**src/rtl/limp_pkg.sv**
```systemverilog
// limp_pkg: LIMP bus request/response types plus the arbiter state encoding and helpers.
package limp_pkg;
  localparam int LIMP_ARB_MAX_REQ = 8;
  typedef enum logic [1:0] {LIMP_NOP, LIMP_READ, LIMP_WRITE, LIMP_AMO_READ} limp_cmd_e;
  typedef enum logic [1:0] {LIMP_NOT_READY, LIMP_READY_READ, LIMP_READY_WRITE, LIMP_READY_ILLEGAL} limp_status_e;
  typedef struct packed {
    limp_cmd_e   cmd;
    logic [1:0]  size;
    logic [31:0] addr;
    logic [31:0] wdata;
  } req_s;
  typedef struct packed {
    limp_status_e status;
    logic [31:0]  rdata;
  } rsp_s;
  typedef enum logic [1:0] {ARB_IDLE, ARB_BUSY, ARB_LOCKED} arb_state_e;
  function automatic logic req_is_amo(input req_s r);
    return r.cmd == LIMP_AMO_READ;
  endfunction
endpackage

```
**src/rtl/limp_rr_picker.sv**
```systemverilog
// limp_rr_picker: combinational round-robin pick of the first set bit at or after i_ptr.
module limp_rr_picker #(
  parameter int N  = 2,
  parameter int IW = (N > 1) ? $clog2(N) : 1
) (
  input  logic [N-1:0]  i_req_vec,
  input  logic [IW-1:0] i_ptr,
  output logic [N-1:0]  o_onehot,
  output logic [IW-1:0] o_idx,
  output logic          o_valid
);
  logic [IW-1:0] w_j;
  // Scan farthest-first so the candidate closest to i_ptr overwrites the rest.
  always_comb begin
    o_onehot = '0;
    o_idx    = '0;
    o_valid  = 1'b0;
    w_j      = '0;
    for (int k = N - 1; k >= 0; k--) begin
      w_j = IW'((int'(i_ptr) + k) % N);
      if (i_req_vec[w_j]) begin
        o_onehot      = '0;
        o_onehot[w_j] = 1'b1;
        o_idx         = w_j;
        o_valid       = 1'b1;
      end
    end
  end
endmodule

```
**src/rtl/limp_arbiter.sv**
```systemverilog
// limp_arbiter: round-robin LIMP arbiter with transfer hold and AMO read-to-write locking.
// Define LIMP_ARBITER_LOCK_TIMEOUT_EN to force-release a lock idle for TIMEOUT_CYCLES.
module limp_arbiter
  import limp_pkg::*;
#(
  parameter int NUM_REQ        = 2,
  parameter int TIMEOUT_CYCLES = 64
) (
  input  logic                 i_clk,
  input  logic                 i_rst,
  input  req_s [NUM_REQ-1:0]   i_req,
  output rsp_s [NUM_REQ-1:0]   o_rsp,
  output req_s                 o_req,
  input  rsp_s                 i_rsp,
  output logic [NUM_REQ-1:0]   o_grant,
  output logic                 o_locked,
  output logic                 o_lock_timeout
);
  localparam int IW = (NUM_REQ > 1) ? $clog2(NUM_REQ) : 1;

  if (NUM_REQ < 2 || NUM_REQ > LIMP_ARB_MAX_REQ || TIMEOUT_CYCLES < 1) begin : g_bad_param
    $error("limp_arbiter: unsupported NUM_REQ or TIMEOUT_CYCLES");
  end

  function automatic logic [IW-1:0] inc(input logic [IW-1:0] x);
    return (x == IW'(NUM_REQ - 1)) ? '0 : x + 1'b1;
  endfunction

  arb_state_e          r_state, w_state_nx;
  logic [IW-1:0]       r_owner, r_rr_ptr;
  logic [NUM_REQ-1:0]  w_act, w_win_oh;
  logic [IW-1:0]       w_win_idx, w_sel;
  logic                w_win_valid, w_fwd_valid, w_done, w_lock_go, w_release, w_timeout;
  req_s                w_fwd;

  always_comb begin
    w_act = '0;
    for (int i = 0; i < NUM_REQ; i++) w_act[i] = i_req[i].cmd != LIMP_NOP;
  end

  limp_rr_picker #(.N(NUM_REQ), .IW(IW)) u_picker (
    .i_req_vec (w_act),
    .i_ptr     (r_rr_ptr),
    .o_onehot  (w_win_oh),
    .o_idx     (w_win_idx),
    .o_valid   (w_win_valid)
  );

  assign w_sel       = (r_state == ARB_IDLE) ? w_win_idx : r_owner;
  assign w_fwd_valid = !i_rst && (r_state != ARB_IDLE || w_win_valid);
  assign w_fwd       = (w_fwd_valid && i_req[w_sel].cmd != LIMP_NOP) ? i_req[w_sel] : '0;
  assign w_done      = w_fwd.cmd != LIMP_NOP && i_rsp.status != LIMP_NOT_READY;
  assign w_lock_go   = w_done && req_is_amo(w_fwd) && i_rsp.status == LIMP_READY_READ;
  // Inside a lock only the owner's write ends it; reads and AMO reads keep it held.
  assign w_release   = w_timeout || (w_done && ((r_state == ARB_LOCKED) ? w_fwd.cmd == LIMP_WRITE : !w_lock_go));

  assign o_req    = w_fwd;
  assign o_grant  = !w_fwd_valid ? '0 : (r_state == ARB_IDLE) ? w_win_oh : NUM_REQ'(1) << r_owner;
  assign o_locked = r_state == ARB_LOCKED;

  always_comb begin
    o_rsp = '0;
    for (int i = 0; i < NUM_REQ; i++) o_rsp[i] = o_grant[i] ? i_rsp : '0;
  end

  always_comb begin
    w_state_nx = w_release ? ARB_IDLE
               : w_lock_go ? ARB_LOCKED
               : (r_state == ARB_IDLE && w_win_valid) ? ARB_BUSY
               : r_state;
  end

  always_ff @(posedge i_clk or posedge i_rst) begin
    if (i_rst) begin
      r_state  <= ARB_IDLE;
      r_owner  <= '0;
      r_rr_ptr <= '0;
    end else begin
      r_state  <= w_state_nx;
      r_owner  <= w_sel;
      r_rr_ptr <= w_release ? inc(w_sel) : r_rr_ptr;
    end
  end

`ifdef LIMP_ARBITER_LOCK_TIMEOUT_EN
  localparam int CW = $clog2(TIMEOUT_CYCLES) + 1;
  logic [CW-1:0] r_cnt;
  logic          r_timeout;
  logic          w_owner_nop;
  assign w_owner_nop    = i_req[r_owner].cmd == LIMP_NOP;
  assign w_timeout      = !i_rst && r_state == ARB_LOCKED && w_owner_nop && r_cnt == CW'(TIMEOUT_CYCLES - 1);
  assign o_lock_timeout = r_timeout && !i_rst;
  always_ff @(posedge i_clk or posedge i_rst) begin
    if (i_rst) begin
      r_cnt     <= '0;
      r_timeout <= 1'b0;
    end else begin
      r_timeout <= w_timeout;
      r_cnt     <= (r_state != ARB_LOCKED || w_done || w_timeout) ? '0 : w_owner_nop ? r_cnt + 1'b1 : r_cnt;
    end
  end
`else
  assign w_timeout      = 1'b0;
  assign o_lock_timeout = 1'b0;
`endif

  // Requesters must hold their request until the transfer completes.
  always_ff @(posedge i_clk) begin
    if (!i_rst && r_state == ARB_BUSY) assert (i_req[r_owner].cmd != LIMP_NOP);
  end
endmodule

```
**config.mk**
```make
export PLATFORM = sky130hd
export DESIGN_NAME = limp_arbiter
export DESIGN_NICKNAME = d
export VERILOG_FILES = /design/src/rtl/limp_pkg.sv /design/src/rtl/limp_rr_picker.sv /design/src/rtl/limp_arbiter.sv
export SDC_FILE = /design/constraint.sdc
export NUM_CORES = 1
export LEC_CHECK = 0
export CAP_MARGIN = 5
export CORE_AREA = 8 8 113 115
export CTS_BUF_LIST = sky130_fd_sc_hd__clkbuf_4 sky130_fd_sc_hd__clkbuf_8
export CTS_CLUSTER_SIZE = 24
export DETAILED_ROUTE_END_ITERATION = 10
export DIE_AREA = 0 0 121 123
export PLACE_DENSITY_LB_ADDON = 0.05
export SYNTH_ARGS = -nofsm -noshare
export SYNTH_HDL_FRONTEND = slang
export SYNTH_SLANG_ARGS = --single-unit
```
**constraint.sdc**
```tcl
create_clock -name i_clk -period 5.22 [get_ports i_clk]
set_input_delay 1.044 -clock i_clk [delete_from_list [all_inputs] [get_ports i_clk]]
set_output_delay 1.044 -clock i_clk [all_outputs]
set_load 0.005 [all_outputs]
```
# Yosys cells after proc, flatten, opt, wreduce, memory -nomap -nowiden
# Cells that the tools add are included.
# op_classes
n_addsub	2
magnitude_cmp	5
eq_ne	4
n_shift	1
muxes	27
n_reduce_logical	20
# op_table
operator	count
two-way mux 68 bit	3
two-way mux 34 bit	2
two-way mux 2 bit	7
two-way mux 1 bit	13
nonzero test 2 bit	6
logical AND 1 bit	9
equality test 2 bit (second input constant)	3
< comparator 1 x 2 -> 1 bit (second input constant)	3
nonzero test 3 bit	1
adder 1 bit (second input constant)	2
demux 1 bit (select 1 bit)	2
equality test 2 x 1 -> 1 bit (second input constant)	1
>= comparator 1 bit (second input constant)	2
logical NOT 1 bit	2
logical NOT 2 bit	1
<< shifter 1 x 1 -> 2 bit (first input constant)	1
logical OR 1 bit	1
# word_totals
reg_bits	4
input_bits	172

# Logic depth before layout (Yosys ltp)
# Gate-level depths: netlist of the first run.
# depth
depth_word	19
mapped_depth	8
mapped_depth_nobuf	6

# Modules after synthesis
# A second synthesis of the first run with hierarchy kept.
# unflattened
hier_cells	339
hier_area_um2	1736.7
# modules_own_cells
module	instances	cells_each	area_per_inst_um2	seq_area_each_um2
limp_arbiter	1	334	1704.1	100.1
limp_rr_picker	1	5	32.5	0.0

# Worst setup path after synthesis of the first run
# Ideal clock, no wire load.
# synth_path
path_kind	input port to output port
from	input i_req[135] (netlist bit)
to	output o_req[46] (netlist bit)
arrival_ps	2475
t_required_ps	4176
path_slack_ps	1701
stages	7
path_cell_list	or2_1 > a31oi_4 > mux2i_2 > nor2_2 > buf_2 > buf_2 > a21oi_1
# synth_lines
element	line_no	source
start: declaration	limp_arbiter.sv:11	input req_s [NUM_REQ-1:0] i_req,
end: declaration	limp_arbiter.sv:13	output req_s o_req,

==> results of run 1 <==
-- power by group through the flow --
stage / logic (W) / clock network [W] / registers, W
floorplan: 0.000856 / 0 / 0.0000609
global placement: 0.00198 / 0 / 0.0000667
detailed placement: 0.00198 / 0 / 0.0000661
CTS: 0.00199 / 0.0000657 / 0.0000660
global route: 0.00214 / 0.0000690 / 0.0000703
finish: 0.00195 / 0.0000647 / 0.0000663
-- area by class of cell --
class                      count  area, sq um  share of cell area (%)
clock buffer                   3         41.3                   0.826
inverter                       2         7.51                   0.150
multi-input combinational    301         1510                    30.1
sequential                     4          100                    2.00
tap                          143          179                    3.58
timing repair buffer         318         3160                    63.3
-- sequential cells by signal (all words and copies together), names as in the netlist --
signal	count
r_owner	1
r_rr_ptr	1
r_state	2
-- synthesized netlist by cell type --
library cell  count
mux2i_1           1
nand3_1           1
and3_1           34
nor3b_1           1
o21ai_0           2
mux2_1            1
o21bai_1          1
o22a_1            1
a31oi_4           1
a21oi_1          68
nor2b_1           3
o32ai_2           1
buf_2             5
nor2_1            5
a211oi_2          1
a31oi_1           2
buf_1             1
o21a_1            1
conb_1            1
buf_4             1
mux2i_2           1
clkbuf_1         26
inv_1             2
nor2_2            2
a21o_1            1
dfrtp_1           4
nand2_1         134
and2_1           34
nand3b_1          1
nand2b_1          2
or2_1             1
-- critical path, delay by kind of cell --
kind,cells,cell delay (ns)
AOI/OAI and AO/OA,2,0.27
buffers and inverters,3,1.40
muxes,1,0.11
and+or+nand+nor,2,0.97
-- through the flow --
step / instance area (sq um) / util (%) / setup WS [ns] / hold WS (ns) / power (W)
5_1_grt: 5000 / 45.1 / 0.128 / 0.620 / 0.00228
6_report: 5000 / 45.1 / 0.355 / 0.579 / 0.00208
3_3_place_gp: 4950 / 44.7 / 0.366 / 0.567 / 0.00205
2_1_floorplan: 1740 / - / 1.70 / 0.518 / 0.000917
4_1_cts: 5000 / 45.1 / 0.301 / 0.581 / 0.00212
3_5_place_dp: 4950 / 44.7 / 0.302 / 0.576 / 0.00205
-- how the worst min path moves through the flow --
stage               cells after the start         end  slack, ns        from
floorplan                               1    r_rr_ptr       0.52    r_rr_ptr
global placement                        1    r_rr_ptr       0.57    r_rr_ptr
detailed placement                      1  r_state[0]       0.58  r_state[0]
CTS                                     1  r_state[0]       0.58  r_state[0]
global route                            1  r_state[0]       0.62  r_state[0]
finish                                  1  r_state[0]       0.58  r_state[0]
-- logic make-up (layout without fill, tap and decap cells) --
family                 count (synthesis)  after routing  share of synthesized area [%]
DFF                                    4              4                           5.75
muxes                                  3              3                           2.01
and+or+nand+nor                      218            218                           58.4
AOI/OAI and AO/OA                     79             79                           25.5
other                                  1              1                          0.215
buffers and inverters                 35            323                           8.12
-- layer usage --
layer	global-route usage, %	wire length (um)	up-vias
met4	3.28	159	0
li1	-	-	1688
met3	7.21	1580	8
met5	0	0	-
met1	18.1	5110	1491
met2	32.0	6980	187
==> results.cfg, run 1 <==
[timing]
tightestPinTransition_ns = 0.884
rsz0062_at_grt = false
min_period_ns = 4.86
slew_headroom_pct = 40.9
timing.fmax_mhz = 206
min_period_over_period_pct = 93.2
setup_tns_ns = 0
finalMaxSlewViolations = 0
fin_worst_skew_ns = 0.000644
finalHoldViolCount = 0
setup-violations-final = 0

[yosys]
synth_area_leaders = nand2_1 29%, a21oi_1 20%, and2_1 12%
synth-seq-cells = 4
synth_cells = 340
synth_area_leader_cell = nand2_1
synth_area_per_cell_sq_um = 5.12
ys_types = 31
synth_top_area_share_pct = 28.9
yosysSeqAreaShare_pct = 5.75
synth_nets = 512
yosysWarnings = 0
synth_area_sq_um = 1740

[global_routing]
gr-total-overflow = 0
grt_usage_pct = 17.3
grt_max_degree = 70
grt_pass1_wl_mm = 20.3
antenna_found_initial = 0
grt_pass1_vias = 3462

[setup_path]
crit_top_cell = clkdlybuf4s50_1
cp_max_fo = 37
cp-end-kind = primary output
r2r-end = r_state[1]
max_stage_delay_ns = 0.68
cp_data_required_time_ns = 4.18
cp-endpoint = o_req[46]
cp-startpoint = i_req[135]
r2r_start = r_state[0]
arrival_ns = 3.82
rrSetupSlack_ns = 2.73
slowest_stage = nor2_4
start_kind = input pin
critPathKind = in -> out
reg2regPathDepth = 7
crit_chain = clkdlybuf4s50_1, or2_1, a31oi_4, mux2i_2, nor2_4, buf_4, a21oi_1, clkdlybuf4s50_1

[floorplanning]
rows = 39
boundaryPins = 312
die_height_um = 123
die_w_um = 121
initial_core_util_pct = 15.7
coreArea_sq_um = 11100
die-area_sq_um = 14900

[detailed_routing]
avgRoutedWirePerCell_um = 17.9
route.detailed.drc = 0
drt_iter0_drc = 161
routed_wl_mm = 13.8
via_count = 3374
vias_per_cell = 4.38
ant_nets = 0
dr.pass1.iters = 4

[cells_and_area]
drive_gt1_share_pct = 2.87
mostFrequentLayoutCell = clkdlybuf4s50_1
num_antenna_cells = 0
fin_nets = 802
mostFrequentLayoutCells = 310 x clkdlybuf4s50_1, 134 x nand2_1, 68 x a21oi_1, 34 x and3_1, 34 x and2_1
layout.cells.non_filler = 771
area_delta_synth_final_pct = 187
n_fill_cell = 1153

[power_and_ir_drop]
p_switching_w = 0.000949
seq_power_share_pct = 3.2
pwr_density_cell_nw_per_um2 = 416
intPower_w = 0.00113
ir_drop_mv = 0.285
netSwitchingFraction_pct = 45.6
clkPwrFrac_pct = 3.1
power.static_leakage_nw = 2.03
power_frac_comb_pct = 93.7

[clock_tree]
numCtsBuffers = 3
clkTransAtPathRegs_ns = 0.03
cts.path.max_buffers = 2
h-tree-depth = 1
cts.sinks = 4
postCtsHoldBufs = 0
cts-resized-gates = 0
cts_root_buffer = clkbuf_8
cts_tree = yes
post_cts_buffers = 0
worstSkewPairLatency_ns = 0.22

[place]
numPortBuffers = 310
placed_cells = 768
gp_congestion = 0.816
dp_hpwl_mm = 11.5

[worst_hold_path]
min_path_type = reg -> reg

[job]
cap_violations = 0

[run_status]
status = finished clean
No activity file was read; power rests on OpenSTA's default activity.
==> run 2: changes to the inputs <==
- GPL_TIMING_DRIVEN: unset -> 0
==> results.cfg, run 2 (synthesis results as in run 1) <==
[run_status]
status = finished clean

[power_and_ir_drop]
pwr_density_cell_nw_per_um2 = 423
fin_total_pwr_w = 0.00215
power.static_leakage_nw = 2.05
ir_drop_mv = 0.185

[clock_tree]
numCtsBuffers = 3
post_cts_buffers = 0
postCtsHoldBufs = 0
clkTransAtPathRegs_ns = 0.03
cts.path.max_buffers = 2
cts_tree = yes
cts_root_buffer = clkbuf_8
h-tree-depth = 1
cts.sinks = 4
worstSkewPairLatency_ns = 0.22
cts-resized-gates = 0

[place]
dp_hpwl_mm = 12.5
numPortBuffers = 310
dp_slack_ns = 0.211
gp_congestion = 0.832
placed_cells = 793

[global_routing]
gr-total-overflow = 0
grt_pass1_wl_mm = 20.7
grt_pass1_vias = 3616
antenna_found_initial = 1
grt_usage_pct = 17.6
grt_max_degree = 14

[cells_and_area]
area_delta_synth_final_pct = 191
largest_register = r_state
reg_top3 = r_state (2), r_owner (1), r_rr_ptr (1)
mostFrequentLayoutCell = clkdlybuf4s50_1
mostFrequentLayoutCells = 310 x clkdlybuf4s50_1, 134 x nand2_1, 68 x a21oi_1, 34 x and3_1, 34 x and2_1
final_util_pct = 45.7
drive_gt1_share_pct = 2.30
fin_nets = 827
largest_reg_flops = 2
layout.cells.non_filler = 797
n_fill_cell = 1159

[timing]
slew_headroom_pct = 61.9
tightestPinTransition_ns = 0.572
min_period_over_period_pct = 94.2
timing.final.ws_setup_ns = 0.305
rsz0062_at_grt = false
fin_worst_skew_ns = 0.000290
min_period_ns = 4.92
finalMaxSlewViolations = 0
timing.fmax_mhz = 203
setup_tns_ns = 0
setup-violations-final = 0
finalHoldViolCount = 0

[setup_path]
cp-end-kind = primary output
cp-endpoint = o_req[47]
cp-startpoint = i_req[135]
critPathKind = in -> out
reg2regPathDepth = 7
start_kind = input pin
arrival_ns = 3.87
cp_max_fo = 10
cp_data_required_time_ns = 4.18
r2r_start = r_rr_ptr
r2r-end = r_state[1]
rrSetupSlack_ns = 3.05

[floorplanning]
boundaryPins = 312
die_w_um = 121
initial_core_util_pct = 15.7
rows = 39
die-area_sq_um = 14900
die_height_um = 123
coreArea_sq_um = 11100

[detailed_routing]
vias_per_cell = 4.31
avgRoutedWirePerCell_um = 17.9
via_count = 3432
route.detailed.drc = 0
drt_iter0_drc = 98
dr.pass1.iters = 4
routed_wl_mm = 14.3
ant_nets = 0

[job]
cap_violations = 0

[worst_hold_path]
min_path_type = reg -> reg
==> run 2: worst max-delay path: stages <==
cell	delay, ns
clkdlybuf4s50_1	0.48
or2_1	0.31
a31oi_4	0.34
mux2i_2	0.44
nor2_2	0.12
buf_2	0.22
buf_2	0.20
a21oi_1	0.19
clkdlybuf4s50_1	0.54
==> run 2: worst min-delay path by stage <==
stage,from,end,slack (ns),cells after the start
2_1_floorplan,r_rr_ptr,r_rr_ptr,0.52,1
3_3_place_gp,r_rr_ptr,r_rr_ptr,0.57,1
3_5_place_dp,r_rr_ptr,r_rr_ptr,0.57,1
4_1_cts,r_rr_ptr,r_rr_ptr,0.58,1
5_1_grt,r_rr_ptr,r_rr_ptr,0.64,1
6_report,r_rr_ptr,r_rr_ptr,0.59,1
==> run 2: final cells by class <==
| class | instances | area [sq um] | area share, % |
|---|---|---|---|
| Antenna cell | 1 | 2.50 | 0.0494 |
| Buffer | 33 | 134 | 2.64 |
| Clock buffer | 3 | 41.3 | 0.815 |
| Inverter | 2 | 7.51 | 0.148 |
| Multi-Input combinational cell | 301 | 1500 | 29.6 |
| Sequential cell | 4 | 100 | 1.98 |
| Tap cell | 143 | 179 | 3.53 |
| Timing Repair Buffer | 310 | 3100 | 61.2 |
==> run 2: per-stage QoR <==
| step | area [sq um] | hold slack, ns |
|---|---|---|
| 3_5_place_dp | 5020 | 0.569 |
| 4_1_cts | 5060 | 0.579 |
| 5_1_grt | 5070 | 0.636 |
| 6_report | 5070 | 0.585 |
| 2_1_floorplan | 1740 | 0.518 |
| 3_3_place_gp | 5020 | 0.569 |
==> run 2: metal layers <==
| metal | track usage (%) | vias to the layer above | part of all wire, % |
|---|---|---|---|
| li1 | - | 1744 | - |
| met1 | 16.6 | 1495 | 34 |
| met2 | 34.1 | 184 | 52 |
| met3 | 8.40 | 9 | 13 |
| met4 | 3.43 | 0 | 0.95 |
| met5 | 0 | - | 0 |
==> run 2: power by group <==
group          leakage (nW)  switching, W   total, W  internal (W)
Sequential           0.0478     0.0000196  0.0000665     0.0000469
Combinational          1.98      0.000952    0.00201       0.00106
Clock                0.0216     0.0000183  0.0000676     0.0000493
Total                  2.05      0.000990    0.00215       0.00116
